--- config.mk ---
export PLATFORM = sky130hd
export DESIGN_NAME = accumulation_scheduler
export DESIGN_NICKNAME = d
export VERILOG_FILES = /design/src/rtl/accumulation_scheduler.sv
export SDC_FILE = /design/constraint.sdc
export NUM_CORES = 1
export LEC_CHECK = 0
export ABC_AREA = 1
export ABC_CLOCK_PERIOD_IN_PS = 2300
export BUFFER_PORTS_ARGS = -buffer_cell sky130_fd_sc_hd__clkbuf_2
export CAP_MARGIN = 5
export CORE_UTILIZATION = 24
export CTS_BUF_LIST = sky130_fd_sc_hd__clkbuf_16
export DETAILED_ROUTE_END_ITERATION = 8
export SETUP_SLACK_MARGIN = 0.1
export SKIP_LAST_GASP = 1
export SLEW_MARGIN = 10
export SYNTH_ARGS = -nofsm -noshare
export SYNTH_HDL_FRONTEND = slang
export SYNTH_SLANG_ARGS = --single-unit
--- constraint.sdc ---
create_clock -name clk_i -period 2.3 [get_ports clk_i]
set_input_delay 0.23 -clock clk_i [delete_from_list [all_inputs] [get_ports clk_i]]
set_output_delay 0.23 -clock clk_i [all_outputs]
set_load 0.05 [all_outputs]
--- src/rtl/accumulation_scheduler.sv ---
// Sequences the accumulation counter through a programmed list of loop slots,
// with a drain gap between slots, abort handling and a RUN watchdog.
package accumulation_scheduler_pkg;
    typedef enum logic {IDLE = 1'b0, EXEC = 1'b1} state_t;
endpackage

module accumulation_scheduler
    import accumulation_scheduler_pkg::*;
#(
    parameter int unsigned N_SLOTS          = 4,
    parameter int unsigned DRAIN_CYC        = 2,
    parameter int unsigned TMO_W            = 16,
    parameter int unsigned N_BITS_START_REG = 8,
    parameter int unsigned N_BITS_TC_REG    = 8,
    parameter int unsigned NBIT_II          = 4,
    localparam int unsigned IDX_W           = $clog2(N_SLOTS),
    localparam int unsigned CNT_W           = IDX_W + 1
) (
    input  logic                        clk_i,
    input  logic                        rst_n_i,
    input  logic                        cfg_we_i,
    input  logic [IDX_W-1:0]            cfg_idx_i,
    input  logic [N_BITS_START_REG-1:0] cfg_start_i,
    input  logic [N_BITS_TC_REG-1:0]    cfg_tc_i,
    input  logic [NBIT_II-1:0]          cfg_ii_i,
    input  logic [CNT_W-1:0]            n_slots_i,
    input  logic                        go_i,
    input  logic                        abort_i,
    input  logic                        acc_end_i,
    output state_t                      acc_state_o,
    output logic [N_BITS_START_REG-1:0] reg_start_o,
    output logic [N_BITS_TC_REG-1:0]    reg_tc_o,
    output logic [NBIT_II-1:0]          reg_ii_o,
    output logic                        busy_o,
    output logic                        done_o,
    output logic [IDX_W-1:0]            slot_o,
    output logic                        err_o
);

    localparam int unsigned DRAIN_W = $clog2(DRAIN_CYC) + 1;

    typedef enum logic [1:0] {S_IDLE, S_LOAD, S_RUN, S_DRAIN} fsm_t;

    fsm_t                        state_q;
    logic [N_BITS_START_REG-1:0] start_mem_q [N_SLOTS];
    logic [N_BITS_TC_REG-1:0]    tc_mem_q    [N_SLOTS];
    logic [NBIT_II-1:0]          ii_mem_q    [N_SLOTS];
    logic [CNT_W-1:0]            n_slots_q;
    logic [IDX_W-1:0]            slot_q;
    logic                        armed_q;
    logic [TMO_W-1:0]            wdog_q;
    logic [DRAIN_W-1:0]          drain_q;
    state_t                      acc_state_q;
    logic [N_BITS_START_REG-1:0] reg_start_q;
    logic [N_BITS_TC_REG-1:0]    reg_tc_q;
    logic [NBIT_II-1:0]          reg_ii_q;
    logic                        done_q;
    logic                        err_q;

    logic [CNT_W-1:0]            n_slots_d;
    logic [CNT_W-1:0]            slot_nxt_d;
    logic [TMO_W-1:0]            wdog_d;

    assign n_slots_d  = (n_slots_i > CNT_W'(N_SLOTS)) ? CNT_W'(N_SLOTS) : n_slots_i;
    assign slot_nxt_d = CNT_W'(slot_q) + CNT_W'(1);
    assign wdog_d     = (wdog_q == '1) ? wdog_q : wdog_q + TMO_W'(1);

    always_ff @(posedge clk_i or negedge rst_n_i) begin
        if (!rst_n_i) begin
            state_q     <= S_IDLE;
            for (int unsigned i = 0; i < N_SLOTS; i++) begin
                start_mem_q[i] <= '0;
                tc_mem_q[i]    <= '0;
                ii_mem_q[i]    <= '0;
            end
            n_slots_q   <= '0;
            slot_q      <= '0;
            armed_q     <= 1'b0;
            wdog_q      <= '0;
            drain_q     <= '0;
            acc_state_q <= IDLE;
            reg_start_q <= '0;
            reg_tc_q    <= '0;
            reg_ii_q    <= '0;
            done_q      <= 1'b0;
            err_q       <= 1'b0;
        end else begin
            done_q <= 1'b0;
            if (cfg_we_i) begin
                if (state_q == S_IDLE) begin
                    start_mem_q[cfg_idx_i] <= cfg_start_i;
                    tc_mem_q[cfg_idx_i]    <= cfg_tc_i;
                    ii_mem_q[cfg_idx_i]    <= cfg_ii_i;
                end else begin
                    err_q <= 1'b1;
                end
            end

            if (state_q != S_IDLE && abort_i) begin
                state_q     <= S_IDLE;
                acc_state_q <= IDLE;
                armed_q     <= 1'b0;
                done_q      <= 1'b1;
            end else begin
                unique case (state_q)
                    S_IDLE: begin
                        if (go_i) begin
                            err_q     <= 1'b0;
                            slot_q    <= '0;
                            n_slots_q <= n_slots_d;
                            if (n_slots_i == '0) begin
                                done_q <= 1'b1;
                            end else begin
                                state_q <= S_LOAD;
                            end
                        end
                    end
                    S_LOAD: begin
                        reg_start_q <= start_mem_q[slot_q];
                        reg_tc_q    <= tc_mem_q[slot_q];
                        reg_ii_q    <= ii_mem_q[slot_q];
                        armed_q     <= 1'b0;
                        if (tc_mem_q[slot_q] == '0) begin
                            err_q   <= 1'b1;
                            drain_q <= '0;
                            state_q <= S_DRAIN;
                        end else begin
                            wdog_q      <= '0;
                            acc_state_q <= EXEC;
                            state_q     <= S_RUN;
                        end
                    end
                    S_RUN: begin
                        wdog_q <= wdog_d;
                        if (acc_end_i) begin
                            armed_q <= 1'b1;
                        end
                        // end flag seen high then low: the counter has wrapped tc -> 0
                        if (armed_q && !acc_end_i) begin
                            armed_q     <= 1'b0;
                            drain_q     <= '0;
                            acc_state_q <= IDLE;
                            state_q     <= S_DRAIN;
                        end else if (wdog_d == '1) begin
                            armed_q     <= 1'b0;
                            err_q       <= 1'b1;
                            done_q      <= 1'b1;
                            acc_state_q <= IDLE;
                            state_q     <= S_IDLE;
                        end
                    end
                    S_DRAIN: begin
                        armed_q <= 1'b0;
                        if (drain_q == DRAIN_W'(DRAIN_CYC - 1)) begin
                            if (slot_nxt_d < n_slots_q) begin
                                slot_q  <= slot_q + IDX_W'(1);
                                state_q <= S_LOAD;
                            end else begin
                                done_q  <= 1'b1;
                                state_q <= S_IDLE;
                            end
                        end else begin
                            drain_q <= drain_q + DRAIN_W'(1);
                        end
                    end
                endcase
            end
        end
    end

    assign acc_state_o = acc_state_q;
    assign reg_start_o = reg_start_q;
    assign reg_tc_o    = reg_tc_q;
    assign reg_ii_o    = reg_ii_q;
    assign busy_o      = (state_q != S_IDLE);
    assign done_o      = done_q;
    assign slot_o      = slot_q;
    assign err_o       = err_q;

endmodule
After elaboration in Yosys (flattened, before gate mapping)
Cells that the tools add are included.
{"block": "classes", "mux": 63, "reduce_logical": 23, "n_lt_le_gt_ge": 5, "addsub": 4, "n_eq_ne": 19, "bitwise": 3}
{"op": "bitwise mux 32 bit", "count": 2}
{"op": "2-to-1 mux 8 bit", "count": 5}
{"op": "binary-select mux 8 bit (select 2 bit)", "count": 2}
{"op": "equality test 16 bit, second input constant", "count": 2}
{"op": "2-to-1 mux 16 bit", "count": 2}
{"op": "case mux 16 bit (2 select lines)", "count": 1}
{"op": "2-to-1 mux 1 bit", "count": 24}
{"op": "2-to-1 mux 2 bit", "count": 12}
{"op": "adder 16 x 1 -> 16 bit, second input constant", "count": 1}
{"op": "bitwise mux 16 bit", "count": 1}
{"op": "demux 8 bit (select 2 bit)", "count": 1}
{"op": "inequality test 2 bit, second input constant", "count": 7}
{"op": "2-to-1 mux 4 bit", "count": 3}
{"op": "AND reduction 5 bit", "count": 2}
{"op": "inequality test 3 bit, second input constant", "count": 3}
{"op": "AND reduction 3 bit", "count": 3}
{"op": "nonzero test 3 bit", "count": 3}
{"op": "binary-select mux 4 bit (select 2 bit)", "count": 1}
{"op": "demux 4 bit (select 2 bit)", "count": 1}
{"op": "zero test 8 bit", "count": 1}
{"op": "case mux 2 bit (4 select lines)", "count": 1}
{"op": "greater-or-equal comparator 3 bit, second input constant", "count": 2}
{"op": "inverter 2 -> 3 bit", "count": 2}
{"op": "case mux 1 bit (3 select lines)", "count": 2}
{"op": "23 further kinds", "count": 33}
{"block": "word_totals", "wordCells": 141, "input_bits": 31, "output_inout_bits": 26, "register_bits": 129}

Longest topological paths before layout
Gate-level depths: netlist of run 1.
{"block": "logic_depth", "word_depth": 8, "depth_mapped": 14, "depth_no_buf": 14}

Worst setup path after synthesis of run 1
OpenSTA, ideal clock, no wires.
{"block": "synth_timing", "path_kind": "register to register", "from": "reg slot_q[0], in the netlist slot_o[0]", "to": "reg state_q[0]", "synth_period_minus_slack_ps": 2000, "setup_ps": 66, "stages_incl_launch_ff": 10, "path_slack_ps": 300, "path_buffers": 0, "t_required_ps": 2234, "arrival_time_ps": 1935, "cell_sequence": "dfrtp_1 ha_1 ha_1 nand3_1 nand2_1 o21ai_0 a21oi_1 a21oi_1 nand3_2 nand2_1"}
{"block": "synth_between", "elab_chain_cells": 8, "elab_cells_between_ends": 12, "classes_between": "1 x add/sub; 1 x order compare; 8 x mux; 1 x bitwise; 1 x reduce/logical"}
{"element": "start, declared", "line": "49", "rtl": "logic [IDX_W-1:0] slot_q;"}
{"element": "start signal, assigned", "line": "156", "rtl": "slot_q <= slot_q + IDX_W'(1);"}
{"element": "parallel branches: the longest is 6 deep, another holds adder 2 x 1 -> 3 bit"}
{"element": "case mux 2 bit (4 select lines) *", "line": "105", "rtl": "unique case (state_q)"}
{"element": "2-to-1 mux 2 bit *", "line": "99", "rtl": "if (state_q != S_IDLE && abort_i) begin"}
{"element": "end signal, assigned", "line": "100", "rtl": "state_q <= S_IDLE;"}
{"element": "end signal, assigned", "line": "126", "rtl": "state_q <= S_DRAIN;"}
{"element": "end signal, assigned", "line": "130", "rtl": "state_q <= S_RUN;"}
{"element": "end, declared", "line": "44", "rtl": "fsm_t state_q;"}
Mark *: on every way between the ends. The select of a mux whose other input is x is not followed.
A chain may end at the register's enable or synchronous reset.

Worst setup path after layout of run 1
{"block": "layout_timing", "from": "reg wdog_q[0]", "to": "reg state_q[0]"}
{"block": "layout_between", "elab_chain_cells": 5, "elab_cells_between_ends": 6, "classes_between": "1 x add/sub; 3 x eq/ne; 1 x mux; 1 x reduce/logical"}
{"element": "start, declared", "line": "51", "rtl": "logic [TMO_W-1:0] wdog_q;"}
{"element": "start signal, assigned", "line": "134", "rtl": "wdog_q <= wdog_d;"}
{"element": "adder 16 x 1 -> 16 bit / equality test 16 bit (equally long branches)", "line": "66", "rtl": "assign wdog_d = (wdog_q == '1) ? wdog_q : wdog_q + TMO_W'(1);"}
{"element": "2-to-1 mux 16 bit *", "line": "66"}
{"element": "equality test 16 bit *", "line": "144", "rtl": "end else if (wdog_d == '1) begin"}
{"element": "inequality test 4 bit (no source line) *"}
{"element": "AND reduction 4 bit (no source line) *"}
{"element": "end signal, assigned", "line": "70", "rtl": "state_q <= S_IDLE;"}
{"element": "end signal, assigned", "line": "143", "rtl": "state_q <= S_DRAIN;"}
{"element": "end signal, assigned", "line": "149", "rtl": "state_q <= S_IDLE;"}
Every way passes the cells marked *; elsewhere a longest branch is shown, timed or not.

==> results of run 1 <==
## per-stage QoR
stage / total power (uW) / setup WS, ps / utilization
after floorplan: 5990 / 300 / -
after global placement: 6820 / 226 / 0.272
after detailed placement: 6900 / 136 / 0.272
after CTS: 9500 / 145 / 0.295
after global routing: 10100 / 99.4 / 0.296
final: 9470 / 326 / 0.296
## placed cells by master, fill, tap and decap left out, types with 6 or more instances in the layout
| master | netlist | layout |
|---|---|---|
| o21ai_0 | 127 | 126 |
| clkbuf_2 | 0 | 55 |
| nand3_1 | 42 | 42 |
| nand2_2 | 7 | 7 |
| inv_6 | 1 | 6 |
| clkbuf_16 | 0 | 17 |
| nor2_2 | 6 | 6 |
| buf_4 | 1 | 17 |
| nor2_1 | 57 | 57 |
| a21oi_1 | 20 | 20 |
| dfrtp_1 | 129 | 127 |
| inv_1 | 64 | 65 |
| o22ai_1 | 23 | 23 |
| nand2_1 | 232 | 232 |
| o21ai_1 | 5 | 6 |
## state kept, by name, summed over array words and instances (netlist names)
name         cells
slot_o           2
drain_q          2
done_o           1
reg_tc_o         8
start_mem_q     32
reg_ii_o         4
state_q          2
reg_start_o      8
err_o            1
armed_q          1
tc_mem_q        32
wdog_q          16
acc_state_o      1
n_slots_q        3
ii_mem_q        16
## path summary, 6_finish.rpt
kind | from | to | depth (start not counted)
min | n_slots_i[1] | n_slots_q[1]$_DFFE_PN0P_ | 3
max | wdog_q[0]$_DFFE_PN0P_ | state_q[0]$_DFFE_PN0P_ | 13
min in group asynchronous | rst_n_i | reg_tc_o[6]$_DFFE_PN0P_ | 2
min reg2reg | ii_mem_q[8]$_DFFE_PN0P_ | ii_mem_q[8]$_DFFE_PN0P_ | 2
max in group asynchronous | rst_n_i | tc_mem_q[9]$_DFFE_PN0P_ | 3
max reg2reg | wdog_q[0]$_DFFE_PN0P_ | state_q[0]$_DFFE_PN0P_ | 13
## what timing repair did
action,4_1_cts,5_1_grt
hold buffers,1,0
setup endpoints to repair,0,22
endpoints found under the hold margin,21,0
resized for setup,0,5
setup buffers,0,1
## power groups by stage
stage | sequential, uW | clock (uW) | combinational [uW]
2_1_floorplan | 4210 | 0 | 1780
3_3_place_gp | 3740 | 0 | 3080
3_5_place_dp | 3750 | 0 | 3140
4_1_cts | 3730 | 2620 | 3150
5_1_grt | 3860 | 2730 | 3550
6_report | 3740 | 2570 | 3150
## worst max-delay path: cells and delay by family (launching register included)
| family | cells | cell delay, ps |
|---|---|---|
| fa+ha+maj | 1 | 240 |
| flops | 1 | 410 |
| buf+inv | 1 | 80 |
| compound gates | 1 | 90 |
| simple gates | 10 | 1070 |
## layer usage
metal	vias to the layer above	share of wire	track usage
li1	2655	-	-
met5	-	0	0
met3	15	0.051	0.0266
met4	0	0.013	0.0420
met2	127	0.45	0.194
met1	2521	0.49	0.178
## layout make-up
class,count,area share
Tap cell,330,0.0554
Timing Repair Buffer,75,0.0607
Clock buffer,17,0.0570
Multi-Input combinational cell,546,0.340
Inverter,68,0.0354
Sequential cell,129,0.433
Clock inverter,15,0.0179
## logic make-up (layout without fill, tap and decap cells)
group | after synthesis | count (layout)
AOI/OAI and AO/OA | 180 | 180
xor gates and xnor gates | 3 | 3
adders and majority gates | 5 | 5
DFF | 129 | 129
and+or+nand+nor | 358 | 358
buffers and inverters | 101 | 175
==> metrics.cfg, run 1 <==
[outcome]
status=finished, final reports clean

[cells_and_area]
num-fill-cells=2699
layout.nets=873
fin_cells=1180
antenna_cells=0
stdcell_area_mm2=0.00746
synthToLayoutAreaGrowth_pct=21.0
multi_input_area_mm2=0.00254
regArea_mm2=0.00323
drive_above_1_share=0.154

[critical_path]
path_cells=ha_2, inv_1, nor2_4, nand2_4, nor2_8, o21ai_2, nor2_1, nand2_1, nor2_2, nand2_2, nand2_2, nand3_2, nand2_1
critPathKind=reg2reg
r2r_slack_ps=330
crit_fanout=10
start_kind=flop
cp_data_required_time_ps=2650
critical-path-max-stage-delay_ps=410
critPathCaptureType=flop
cp_data_arrival_time_ps=2320
crit_slowest_cell=dfrtp_2

[synth]
syn_area_mm2=0.00617
synth_edf_count=0
synth.most_common_cell=nand2_1
synth_top_family_by_area=simple AND/OR/NAND/NOR gates
yosys.area.top_type=dfrtp_1
yosys-mux-area-fraction=0
yosysWarnings=0
synthXorXnorAreaFrac=0.00426
yosys.area_share.simple=0.242
syn-num-nets=812
yosysSeqAreaShare=0.524
synth_top_cell_area_share=0.524
synthAdderAreaFrac=0.0101
synth.avg_cell_area_um2=7.95
synth_compound_area_frac=0.155
async_flop_share=1.00
ys_ff_latch=129
synth_area_leaders=dfrtp_1 (52%), nand2_1 (14%), o21ai_0 (10%), inv_1 (3.9%), nor2_1 (3.5%)
synth_top_flop_cell=dfrtp_1
ys_top_cells_by_count=nand2_1 (232), dfrtp_1 (129), o21ai_0 (127), inv_1 (64), nor2_1 (57)
syn_inst=776
synth_cell_types=34

[global_routing]
grt_max_degree=45
first_global_vias=5013
grtUsageTotal=0.127
grt-ovfl-total=0
grt_antenna_before_repair=0
grt_pass1_wl_um=26500

[timing]
slew_headroom=0.645
whs_ps=77.3
maxSlewViolCount=0
rsz0062_at_grt=yes
finalCritPeriodShare=0.858
hold_viol=0
finClkSkew_ps=13.0
tns_ps=0
max_freq_mhz=507
layout_min_cycle_time_ps=1970
setup_viol=0
worst_pin_slew_ps=533

[clocking]
clock_sinks=129
clockRootBuffer=clkbuf_16
h-tree-depth=4
cts-buffers-inserted=17
clk_latency_ps=420
cts_buffer_depth=2
cts_tree=done
clkTransAtPathRegs_ps=60

[place]
globalplace.congestion=0.887
dpl_cell_area_mm2=0.00686
hpwl_um=11100
io_buffers=56
placed_cells=1146

[die]
start_util=0.245
die_w_um=162
die_h_um=162
fp-row-count=58
fp.dieArea_mm2=0.0263
io-pin-count=57
coreArea_mm2=0.0252

[routing]
via_per_inst=4.51
wire_per_inst_um=13.7
drc=0
wirelength_um=16200
drt-initial-drc-count=483
via_count=5318
dr.pass1.iters=5
route.antenna.remaining_nets=0

[min_path]
hold_path_class=in2reg

[flow_run]
maxCapViolCount=0

[power]
p_leak_uw=0.00360
p_sw_uw=3770
combPwrFrac=0.333
power_frac_seq=0.395
internal_power_uw=5700
power-per-cell-area_mw_per_mm2=1270
pwr-share-clk=0.272
vdd.ir_drop.worst_v=0.000765
switching_share=0.398

Note: power is estimated with default switching activity, not from simulation.
==> run 2: changes to the inputs <==
- ABC_CLOCK_PERIOD_IN_PS: 2300 -> 2200
- SETUP_SLACK_MARGIN: 0.1 -> default
- clock period: 2.3 -> 2.2 ns (I/O delays scaled with it)
==> run 2 against run 1 <==
Effect of this change:
- die area unchanged
- combinational power up 5%
- wire length down 0.24%
- clock-buffer cell count unchanged
- hold slack worse by 8.5 ps
- sequential power up 4%
- cell count about the same
- via count up 0.39%
- clock power up 11%
- clock skew about the same
- largest cell class unchanged
- register-to-register slack worse by 160 ps
- critical endpoint is now state_q[1]$_DFFE_PN0P_
==> metrics.cfg, run 2 (same netlist as run 1, synthesis figures left out) <==
[outcome]
status=finished, final reports clean  ; unchanged

[die]
io-pin-count=57  ; unchanged
die_h_um=162  ; unchanged
coreArea_mm2=0.0252  ; unchanged
fp.dieArea_mm2=0.0263  ; unchanged
start_util=0.245  ; unchanged
die_w_um=162  ; unchanged
fp-row-count=58  ; unchanged

[routing]
dr.pass1.iters=5  ; unchanged
route.antenna.remaining_nets=0  ; unchanged
drc=0  ; unchanged
wire_per_inst_um=13.7  ; about the same
drt-initial-drc-count=441  ; was 483
via_count=5339  ; was 5318
wirelength_um=16200  ; about the same
via_per_inst=4.52  ; was 4.51

[place]
io_buffers=56  ; unchanged
placed_cells=1147  ; was 1146
hpwl_um=11100  ; about the same
dpl_cell_area_mm2=0.00688  ; was 0.00686 mm^2
globalplace.congestion=0.874  ; was 0.887

[global_routing]
grt-ovfl-total=0  ; unchanged
first_global_vias=5097  ; was 5013
grt_pass1_wl_um=26700  ; was 26500 um
grt_antenna_before_repair=0  ; unchanged
grt_max_degree=72  ; was 45
grtUsageTotal=0.129  ; was 0.127

[clocking]
clk_latency_ps=420  ; about the same
clock_sinks=129  ; unchanged
clkTransAtPathRegs_ps=60  ; about the same
h-tree-depth=4  ; unchanged
cts-buffers-inserted=17  ; unchanged
clockRootBuffer=clkbuf_16  ; unchanged
cts_tree=done  ; unchanged
cts_buffer_depth=2  ; unchanged

[critical_path]
reg2reg_depth=12  ; was 13
critPathKind=reg2reg  ; unchanged
crit_fanout=10  ; unchanged
cp_data_arrival_time_ps=2320  ; about the same
critPathCaptureType=flop  ; unchanged
start_kind=flop  ; unchanged
cp_data_required_time_ps=2490  ; was 2650 ps

[cells_and_area]
multi_input_area_mm2=0.00254  ; unchanged
antenna_cells=0  ; unchanged
fin_cells=1181  ; was 1180
num-fill-cells=2669  ; was 2699
regArea_mm2=0.00323  ; about the same
final_common_cell=nand2_1  ; unchanged
synthToLayoutAreaGrowth_pct=21.7  ; was 21.0%
largest_registers=start_mem_q x32, tc_mem_q x32  ; unchanged
stdcell_area_mm2=0.00751  ; was 0.00746 mm^2
most-common-layout-cells=nand2_1 (232), dfrtp_1 (129), o21ai_0 (127)  ; was nand2_1 (232), dfrtp_1 (127), o21ai_0 (126)
drive_above_1_share=0.154  ; about the same
final_core_util=0.298  ; was 0.296
layout.nets=874  ; was 873

[power]
power-per-cell-area_mw_per_mm2=1340  ; was 1270 mW/mm^2
vdd.ir_drop.worst_v=0.000826  ; was 0.000765 V
p_leak_uw=0.00363  ; was 0.00360 uW
power_uw=10000  ; was 9470 uW

[timing]
worst_pin_slew_ps=575  ; was 533 ps
slew_headroom=0.615  ; was 0.645
hold_viol=0  ; unchanged
max_freq_mhz=492  ; was 507 MHz
maxSlewViolCount=0  ; unchanged
tns_ps=0  ; unchanged
finalCritPeriodShare=0.923  ; was 0.858
rsz0062_at_grt=no  ; was yes
setup_viol=0  ; unchanged
layout_min_cycle_time_ps=2030  ; was 1970 ps
finClkSkew_ps=13.4  ; was 13.0 ps

[min_path]
holdPathStages=3  ; unchanged
hold_path_class=in2reg  ; unchanged

[flow_run]
maxCapViolCount=0  ; unchanged

==> run 2: final cells by class <==
cell class,count,area share
flip-flops and latches,129,0.430
multi-input cells,546,0.338
clock buffers,17,0.0567
clock inverters,15,0.0222
inverters,68,0.0347
well taps,330,0.0550
repair buffers,76,0.0630
==> run 2: layer usage <==
layer  global-route usage  up-vias  part of all wire
met2                0.197      139              0.45
met4               0.0502        0             0.018
met5                    0        -                 0
li1                     -     2660                 -
met3               0.0253       23             0.044
met1                0.178     2517              0.49
==> run 2: final timing paths <==
check / startpoint / to / slack [ps]
max: wdog_q[1]$_DFFE_PN0P_ / state_q[1]$_DFFE_PN0P_ / 170
min: n_slots_i[1] / n_slots_q[1]$_DFFE_PN0P_ / 70
max reg2reg: wdog_q[1]$_DFFE_PN0P_ / state_q[1]$_DFFE_PN0P_ / 170
min reg2reg: start_mem_q[21]$_DFFE_PN0P_ / start_mem_q[21]$_DFFE_PN0P_ / 480
max in group asynchronous: rst_n_i / tc_mem_q[8]$_DFFE_PN0P_ / 1360
min in group asynchronous: rst_n_i / reg_start_o[3]$_DFFE_PN0P_ / 200
==> run 2: critical path, stage by stage (launching register included) <==
cell and delay, ps:
dfrtp_1 390, ha_1 250, inv_1 90, nor2_4 140, nand2_4 100, nor2_8 220
a21oi_1 90, a21oi_1 150, nand2_1 80, nor2_2 130, nand2_2 80, nand2_2 90
nand3_1 80
==> run 2: repair_timing <==
action / in CTS / in global routing
endpoints found under the hold margin: 58 / 0
resized for setup: 0 / 1
hold buffers: 1 / 0
buffers inserted: 0 / 1
endpoints found under the setup margin: 0 / 17
==> run 2: power breakdown <==
part | internal, uW | switching (uW) | total, uW | leakage (uW)
registers | 3340 | 562 | 3900 | 0.00164
logic | 1050 | 2250 | 3300 | 0.00169
clock network | 1620 | 1230 | 2840 | 0.000294
==> run 2: metrics by stage <==
stage               setup WS (ps)  hold slack (ps)
finish                        170             68.8
global route                 25.4             86.0
CTS                          87.5             60.1
detailed placement           94.5              101
global placement              157              103
floorplan                     200            -75.6
